$ cat src/rtl/dmem_arbiter.sv
// Two-port round-robin arbiter in front of the single-port data memory, with
// per-port lock for atomic sequences and a tagged pipeline that routes read data back.
`timescale 1ns/1ps
module dmem_arbiter #(
  parameter int AW     = 12,
  parameter int DW     = 32,
  parameter int RD_LAT = 1
) (
  input  logic          clock,
  input  logic          reset,
  input  logic          req0,
  input  logic          req1,
  input  logic          we0,
  input  logic          we1,
  input  logic          lock0,
  input  logic          lock1,
  input  logic [AW-1:0] addr0,
  input  logic [AW-1:0] addr1,
  input  logic [DW-1:0] wdata0,
  input  logic [DW-1:0] wdata1,
  output logic          gnt0,
  output logic          gnt1,
  output logic          rvalid0,
  output logic          rvalid1,
  output logic [DW-1:0] rdata0,
  output logic [DW-1:0] rdata1,
  output logic [AW-1:0] address_dmem,
  output logic [DW-1:0] data,
  output logic          wren,
  input  logic [DW-1:0] q_dmem
);

  typedef enum logic [1:0] {
    ST_RR    = 2'd0,
    ST_LOCK0 = 2'd1,
    ST_LOCK1 = 2'd2
  } state_t;

  state_t              r_state;
  state_t              w_state_nxt;
  logic                r_last;
  logic                w_last_nxt;
  logic                w_gnt0;
  logic                w_gnt1;
  logic                w_push_vld;
  logic [RD_LAT-1:0]   r_pipe_vld;
  logic [RD_LAT-1:0]   r_pipe_tag;
  logic                w_tail_vld;
  logic                w_tail_tag;
  logic                r_rvalid0;
  logic                r_rvalid1;
  logic [DW-1:0]       r_rdata0;
  logic [DW-1:0]       r_rdata1;

  always_ff @(posedge clock or negedge reset) begin
    if (!reset) begin
      r_state <= ST_RR;
      r_last  <= 1'b1;
    end else begin
      r_state <= w_state_nxt;
      r_last  <= w_last_nxt;
    end
  end

  // A locked port keeps exclusive access; the lock is released on the first
  // edge where its lock input is low, so the other port waits one more cycle.
  always_comb begin
    w_gnt0      = 1'b0;
    w_gnt1      = 1'b0;
    w_state_nxt = r_state;
    w_last_nxt  = r_last;
    case (r_state)
      ST_LOCK0: begin
        w_gnt0 = req0;
        if (!lock0) w_state_nxt = ST_RR;
      end
      ST_LOCK1: begin
        w_gnt1 = req1;
        if (!lock1) w_state_nxt = ST_RR;
      end
      default: begin
        if (req0 && (!req1 || r_last)) w_gnt0 = 1'b1;
        else if (req1)                 w_gnt1 = 1'b1;
        if (w_gnt0) begin
          w_last_nxt = 1'b0;
          if (lock0) w_state_nxt = ST_LOCK0;
        end else if (w_gnt1) begin
          w_last_nxt = 1'b1;
          if (lock1) w_state_nxt = ST_LOCK1;
        end
      end
    endcase
    if (!reset) begin
      w_gnt0 = 1'b0;
      w_gnt1 = 1'b0;
    end
  end

  assign gnt0         = w_gnt0;
  assign gnt1         = w_gnt1;
  assign wren         = (w_gnt0 & we0) | (w_gnt1 & we1);
  assign address_dmem = w_gnt0 ? addr0  : (w_gnt1 ? addr1  : '0);
  assign data         = w_gnt0 ? wdata0 : (w_gnt1 ? wdata1 : '0);
  assign w_push_vld   = (w_gnt0 & ~we0) | (w_gnt1 & ~we1);

  // Entry i holds a read issued i+1 edges ago; the tail lines up with q_dmem.
  always_ff @(posedge clock or negedge reset) begin
    if (!reset) begin
      r_pipe_vld <= '0;
      r_pipe_tag <= '0;
    end else begin
      r_pipe_vld[0] <= w_push_vld;
      r_pipe_tag[0] <= w_gnt1;
      for (int i = 1; i < RD_LAT; i++) begin
        r_pipe_vld[i] <= r_pipe_vld[i-1];
        r_pipe_tag[i] <= r_pipe_tag[i-1];
      end
    end
  end

  assign w_tail_vld = r_pipe_vld[RD_LAT-1];
  assign w_tail_tag = r_pipe_tag[RD_LAT-1];

  always_ff @(posedge clock or negedge reset) begin
    if (!reset) begin
      r_rvalid0 <= 1'b0;
      r_rvalid1 <= 1'b0;
      r_rdata0  <= '0;
      r_rdata1  <= '0;
    end else begin
      r_rvalid0 <= w_tail_vld & ~w_tail_tag;
      r_rvalid1 <= w_tail_vld & w_tail_tag;
      if (w_tail_vld && !w_tail_tag) r_rdata0 <= q_dmem;
      if (w_tail_vld && w_tail_tag)  r_rdata1 <= q_dmem;
    end
  end

  assign rvalid0 = r_rvalid0;
  assign rvalid1 = r_rvalid1;
  assign rdata0  = r_rdata0;
  assign rdata1  = r_rdata1;

endmodule

$ cat config.mk
export PLATFORM = sky130hd
export DESIGN_NAME = dmem_arbiter
export DESIGN_NICKNAME = d
export VERILOG_FILES = /design/src/rtl/dmem_arbiter.sv
export SDC_FILE = /design/constraint.sdc
export NUM_CORES = 1
export LEC_CHECK = 0
export ABC_AREA = 1
export BUFFER_PORTS_ARGS = -buffer_cell sky130_fd_sc_hd__buf_2
export CAP_MARGIN = 15
export CORE_UTILIZATION = 40
export CTS_CLUSTER_DIAMETER = 200
export DETAILED_ROUTE_END_ITERATION = 7
export PLACE_DENSITY = 0.86
export SLEW_MARGIN = 20
export SYNTH_ARGS = -nofsm -noshare
export SYNTH_HDL_FRONTEND = slang
export SYNTH_SLANG_ARGS = --single-unit
$ cat constraint.sdc
create_clock -name clock -period 1.98 [get_ports clock]
set_clock_uncertainty 0.05 [all_clocks]
set_input_delay 0 -clock clock [delete_from_list [all_inputs] [get_ports clock]]
set_output_delay 0 -clock clock [all_outputs]
set_load 0.05 [all_outputs]
==> flow_summary.ini, run 1 <==
[setup_path]
cp-start-kind = flip-flop
worstPathRequired_ns = 1.93
max_stage_delay_ns = 0.39
r2r_start = r_state[0]$_DFFE_PN0P_
critPathArrivalTime_ns = 2.05
path_class = reg2out
critPathMostFrequentCell = nand2_2
path_cells = inv_2, ha_4, nand3_2, nand2_2, inv_4, nand2_8, buf_12, inv_16, nand2_1, nand2_2, buf_8
worst_path_max_delay_cell = dfrtp_1
crit_fanout = 23
end_kind = primary output
worstSetupStartpoint = r_state[0]$_DFFE_PN0P_

[floorplan]
ios = 241
start_util = 0.4144
dieHeight_um = 94.50
num_rows = 33
die_w_um = 94.50
core_mm2 = 0.008258
die_area_mm2 = 0.008929

[clocking]
cts_made_buffers = 9
clk_pin_slew_worst_paths_ns = 0.07
cts_buffer_depth = 2
cts_tree = yes
numClockSinks = 71
cts_max_level = 3
cts_root_buf = clkbuf_8
clkLatencyLatePin_ns = 0.33

[cells_and_area]
layout.nets = 871
diodes = 0
final_common_cell = buf_2
fillers = 525
finish.utilization = 0.7611
syn2layout_area_growth_pct = 83.66
postLayoutCellArea_mm2 = 0.006285
layout_common_cells = buf_2 (195), nand2_1 (145), dfrtp_1 (70)
drive_above_1_share = 0.4799

[timing]
period_share = 1.063
hold_viol_final = 0
setup_slack_ns = -0.1248
slew_headroom = 0.4432
setup_viol = 47
final_max_slew_viol_count = 0
clock.fmax_mhz = 475.1
fin_crit_ns = 2.105
grt_setup_unrepaired = yes
tightest_slew_ns = 0.8352

[status]
outcome = complete, but fails checks
violations = negative setup slack

[synthesis]
synth_cell_types = 22
ys_warn_count = 0
syn_nets = 567
synth-seq-cells = 71
synthCells = 437
synthesis.area_mm2 = 0.003422
synth.avg_cell_area_um2 = 7.831
ys_seq_area_frac = 0.5196
netlist.area_leader.share = 0.5119
synth_top_cell_by_area = dfrtp_1
synthTopCellsByArea = dfrtp_1 (51%), nand2_1 (19%), o21ai_0 (9.5%)

[worst_hold_path]
hold_class = in2reg
hp-start = req1

[placed_design]
dpl-instance-area_mm2 = 0.004721
dp_slack_ns = 0.003578
hpwl_um = 7978
io_buffers = 240
gp_congestion = 0.9388

[pwr]
power.density_mw_per_mm2 = 1991
finalPower_mw = 12.52
peakVddDrop_uv = 1293
power.leakage_nw = 3.483

[global_route]
first_global_vias = 4199
track_usage = 0.2859
grt_overflow = 0
grt_antenna_before_repair = 0
grt_max_degree = 70
grt_pass1_wl_um = 19500

[route]
dr.pass1.iters = 5
first_iter_violations = 225
wire_per_inst_um = 16.54
ant_nets = 0
via_per_inst = 5.167
num_vias = 4397
drc = 0
totalWireLength_um = 14070

[run]
cap_violations = 0
what timing repair did:
action / in CTS / in global routing
cloned: 6 / 3
hold buffers: 39 / 0
pin swaps: 11 / 25
hold endpoints to repair: 138 / 0
endpoints found under the setup margin: 47 / 48
setup buffers: 16 / 10
resized for setup: 119 / 71
kinds of logic (layout without fill, tap and decap cells):
logic type	Yosys count	after routing	synth area share
adder cells (fa/ha/maj)	2	2	0.007311
buffers and inverters	70	379	0.09799
AO/OA/AOI/OAI	67	67	0.09835
flip-flops	71	71	0.5196
AND/OR/NAND/NOR	227	227	0.2768
worst paths after layout:
check / end / slack, ns / cells past startpoint
setup / recovery: data[12] / -0.12 / 11
hold / removal: r_state[0]$_DFFE_PN0P_ / 0.08 / 5
setup reg to reg: r_last$_DFFE_PN1P_ / -0.08 / 12
hold reg to reg: rvalid0$_DFF_PN0_ / 0.42 / 1
max in group asynchronous: rdata1[16]$_DFFE_PN0P_ / 0.89 / 3
min in group asynchronous: rdata0[23]$_DFFE_PN0P_ / 0.43 / 3
through the flow:
step | TNS [ns] | hold slack [ns] | instances
after floorplan | 0 | -0.3456 | 437
after global placement | 0 | -0.2254 | 762
after detailed placement | 0 | -0.2306 | 762
after CTS | -0.7298 | 0.01012 | 839
after global routing | -6.705 | 0.1415 | 851
final | -2.823 | 0.08471 | 851
critical path: cells and delay by family (launching register included):
| family | cells | cell delay, ns |
|---|---|---|
| simple gates | 5 | 0.52 |
| buf+inv | 5 | 0.48 |
| fa+ha+maj | 1 | 0.32 |
| flops | 1 | 0.39 |
area by class of cell:
cell class | instances | area, um2 | share of cell area
inverters | 45 | 202.7 | 0.03225
repair buffers | 311 | 2301 | 0.3661
multi-input cells | 296 | 1553 | 0.2471
well taps | 105 | 131.4 | 0.02090
clock inverters | 7 | 95.09 | 0.01513
clock buffers | 9 | 123.9 | 0.01971
flip-flops and latches | 71 | 1778 | 0.2829
repair inverters | 7 | 100.1 | 0.01593
synth_stat cells:
| library cell | count |
|---|---|
| a21oi_1 | 1 |
| buf_2 | 4 |
| buf_4 | 8 |
| buf_6 | 4 |
| clkbuf_1 | 9 |
| dfrtp_1 | 70 |
| dfstp_2 | 1 |
| ha_1 | 2 |
| inv_1 | 40 |
| inv_2 | 3 |
| inv_4 | 1 |
| inv_6 | 1 |
| nand2_1 | 169 |
| nand2_2 | 2 |
| nand2_8 | 1 |
| nand3_1 | 46 |
| nand3b_1 | 1 |
| nand4_1 | 2 |
| nor2_1 | 5 |
| nor2_4 | 1 |
| o21ai_0 | 65 |
| o22ai_1 | 1 |
metal layers:
metal / up-vias / GRT usage / share of wire
met5: - / 0 / 0
met4: 0 / 0.1919 / 0.060
met3: 76 / 0.06119 / 0.083
met2: 280 / 0.5163 / 0.52
met1: 2058 / 0.2960 / 0.34
li1: 1983 / - / -
where the power goes:
group	internal, mW	switching, mW	total (mW)	leakage (nW)
clock network	0.711	0.542	1.25	0.110
registers	2.16	0.370	2.53	0.862
logic	2.59	6.14	8.73	2.51
registers in the layout, summed over array words and instances, names as in the netlist:
register,flops
r_pipe_tag,1
rvalid0,1
r_state,2
rvalid1,1
rdata0,32
r_pipe_vld,1
rdata1,32
r_last,1
Power figures use the tool's default switching activity.
==> inputs of run 2 (changes only) <==
--- a/config.mk
+++ b/config.mk
@@ -11,7 +11,7 @@
 export CORE_UTILIZATION = 40
 export CTS_CLUSTER_DIAMETER = 200
 export DETAILED_ROUTE_END_ITERATION = 7
-export PLACE_DENSITY = 0.86
+export PLACE_DENSITY = 0.78
 export SLEW_MARGIN = 20
 export SYNTH_ARGS = -nofsm -noshare
 export SYNTH_HDL_FRONTEND = slang
==> run 2 against run 1 <==
  * The run still ends with negative setup slack left
  * Via count shrank 4.8%
  * Register-to-register slack gained 0.20 ns
  * Core utilization shrank 2.7 points
  * Global-route usage shrank 0.89 points
  * Cell area shrank 3.6%
  * Die area is the same
  * Count of clock-buffer cells in the layout is the same
  * Critical endpoint is now address_dmem[8]
  * Largest power group unchanged
==> flow_summary.ini, run 2 (same netlist as run 1, synthesis figures left out) <==
[timing]
fin_tns_setup_ns = -3.617
slew_headroom = 0.5208
final_max_slew_viol_count = 0
clock.fmax_mhz = 474.5
fin_crit_ns = 2.108
period_share = 1.064
setup_viol = 45
hold_viol_final = 0
grt_setup_unrepaired = yes
tightest_slew_ns = 0.7188
setup_slack_ns = -0.1276

[setup_path]
path_delay_family = buffers and inverters
worstPathRequired_ns = 1.93
critPathArrivalTime_ns = 2.06
end_kind = primary output
worst-path-buf-inv = 5
max_stage_delay_ns = 0.38
r2r_cells = 7
crit_fanout = 12
path_class = reg2out
r2r_start = r_state[0]$_DFFE_PN0P_
r2r_setup_slack_ns = 0.12
cp-start-kind = flip-flop
worstSetupStartpoint = r_state[0]$_DFFE_PN0P_
worst_path_max_delay_cell = dfrtp_1
worstReg2RegEnd = r_last$_DFFE_PN1P_
path_cells = inv_2, ha_4, nand2_1, inv_2, nand2_1, nand2_2, inv_6, buf_12, nand3_1, nand2_2, buf_8

[run]
cap_violations = 0

[global_route]
first_global_vias = 4023
grt_max_degree = 66
grt_antenna_before_repair = 0
track_usage = 0.2770
grt_overflow = 0
grt_pass1_wl_um = 18660

[placed_design]
gp_congestion = 0.8910
dp_slack_ns = 0.05788
io_buffers = 240
hpwl_um = 8226
dpl.cell_count = 765

[clocking]
cts_max_level = 3
numClockSinks = 71
clkLatencyLatePin_ns = 0.34
cts_made_buffers = 9
cts_buffer_depth = 2
clk_pin_slew_worst_paths_ns = 0.07
cts_tree = yes
cts_root_buf = clkbuf_8

[cells_and_area]
syn2layout_area_growth_pct = 77.04
diodes = 0
final_common_cell = buf_2
final_cells = 836
layout.nets = 856
layout_common_cells = buf_2 (193), nand2_1 (156), dfrtp_1 (70)
drive_above_1_share = 0.4268

[pwr]
finalPower_mw = 12.22
power.leakage_nw = 3.406
power.density_mw_per_mm2 = 2017
peakVddDrop_uv = 1092

[floorplan]
die_area_mm2 = 0.008929
dieHeight_um = 94.50
start_util = 0.4144
die_w_um = 94.50
num_rows = 33
ios = 241
core_mm2 = 0.008258

[route]
drc = 0
via_per_inst = 5.005
ant_nets = 0
totalWireLength_um = 13220
num_vias = 4184
wire_per_inst_um = 15.81
first_iter_violations = 215
dr.pass1.iters = 5

[worst_hold_path]
hp-start = req1
hold_class = in2reg
hold-path-endpoint = r_state[0]$_DFFE_PN0P_
hold_path_depth = 4

[status]
violations = negative setup slack
outcome = complete, but fails checks
-- run 2: worst max path at each step --
stage / cells past startpoint / endpoint
2_1_floorplan: 10 / data[12]
3_3_place_gp: 9 / address_dmem[7]
3_5_place_dp: 10 / data[31]
4_1_cts: 10 / data[30]
5_1_grt: 10 / address_dmem[8]
6_report: 11 / address_dmem[8]
-- run 2: what timing repair did --
action                                  in CTS  in global routing
endpoints found under the setup margin      47                 47
hold endpoints to repair                   139                  0
setup buffers                                6                  5
pin swaps                                    4                  9
resized for setup                           98                 29
hold buffers                                39                  0
gates cloned                                 3                  2
-- run 2: worst register-to-register path, cell delays in order, from the launching register on --
cell           delay [ns]
dfrtp_1              0.38
inv_2                0.06
ha_4                 0.31
nand3_4              0.09
buf_4                0.14
buf_4                0.12
o21ai_0              0.07
dlygate4sd3_1        0.58
-- run 2: layer usage --
metal | share of wire | up-vias | global-route usage
met5 | 0 | - | 0
met4 | 0.042 | 0 | 0.1654
li1 | - | 1958 | -
met3 | 0.074 | 49 | 0.07407
met1 | 0.35 | 1947 | 0.2805
met2 | 0.53 | 230 | 0.5066
-- run 2: layout make-up --
class,count,area (um2)
multi-input cells,296,1420
repair inverters,1,16.27
clock inverters,7,96.34
clock buffers,9,123.9
flip-flops and latches,71,1778
inverters,45,202.7
fillers,563,2200
well taps,105,131.4
repair buffers,302,2290
-- run 2: where the power goes --
part,switching [mW],internal (mW),total [mW]
registers,0.377,2.16,2.54
clock network,0.553,0.713,1.27
logic,5.88,2.53,8.42
-- run 2: per-stage QoR --
step	util	instance area, um2	hold WS (ns)
2_1_floorplan	-	3422	-0.3456
3_3_place_gp	0.5811	4798	0.01922
3_5_place_dp	0.5811	4798	0.02012
4_1_cts	0.7092	5857	0.008540
5_1_grt	0.7336	6058	0.08073
6_report	0.7336	6058	0.05763
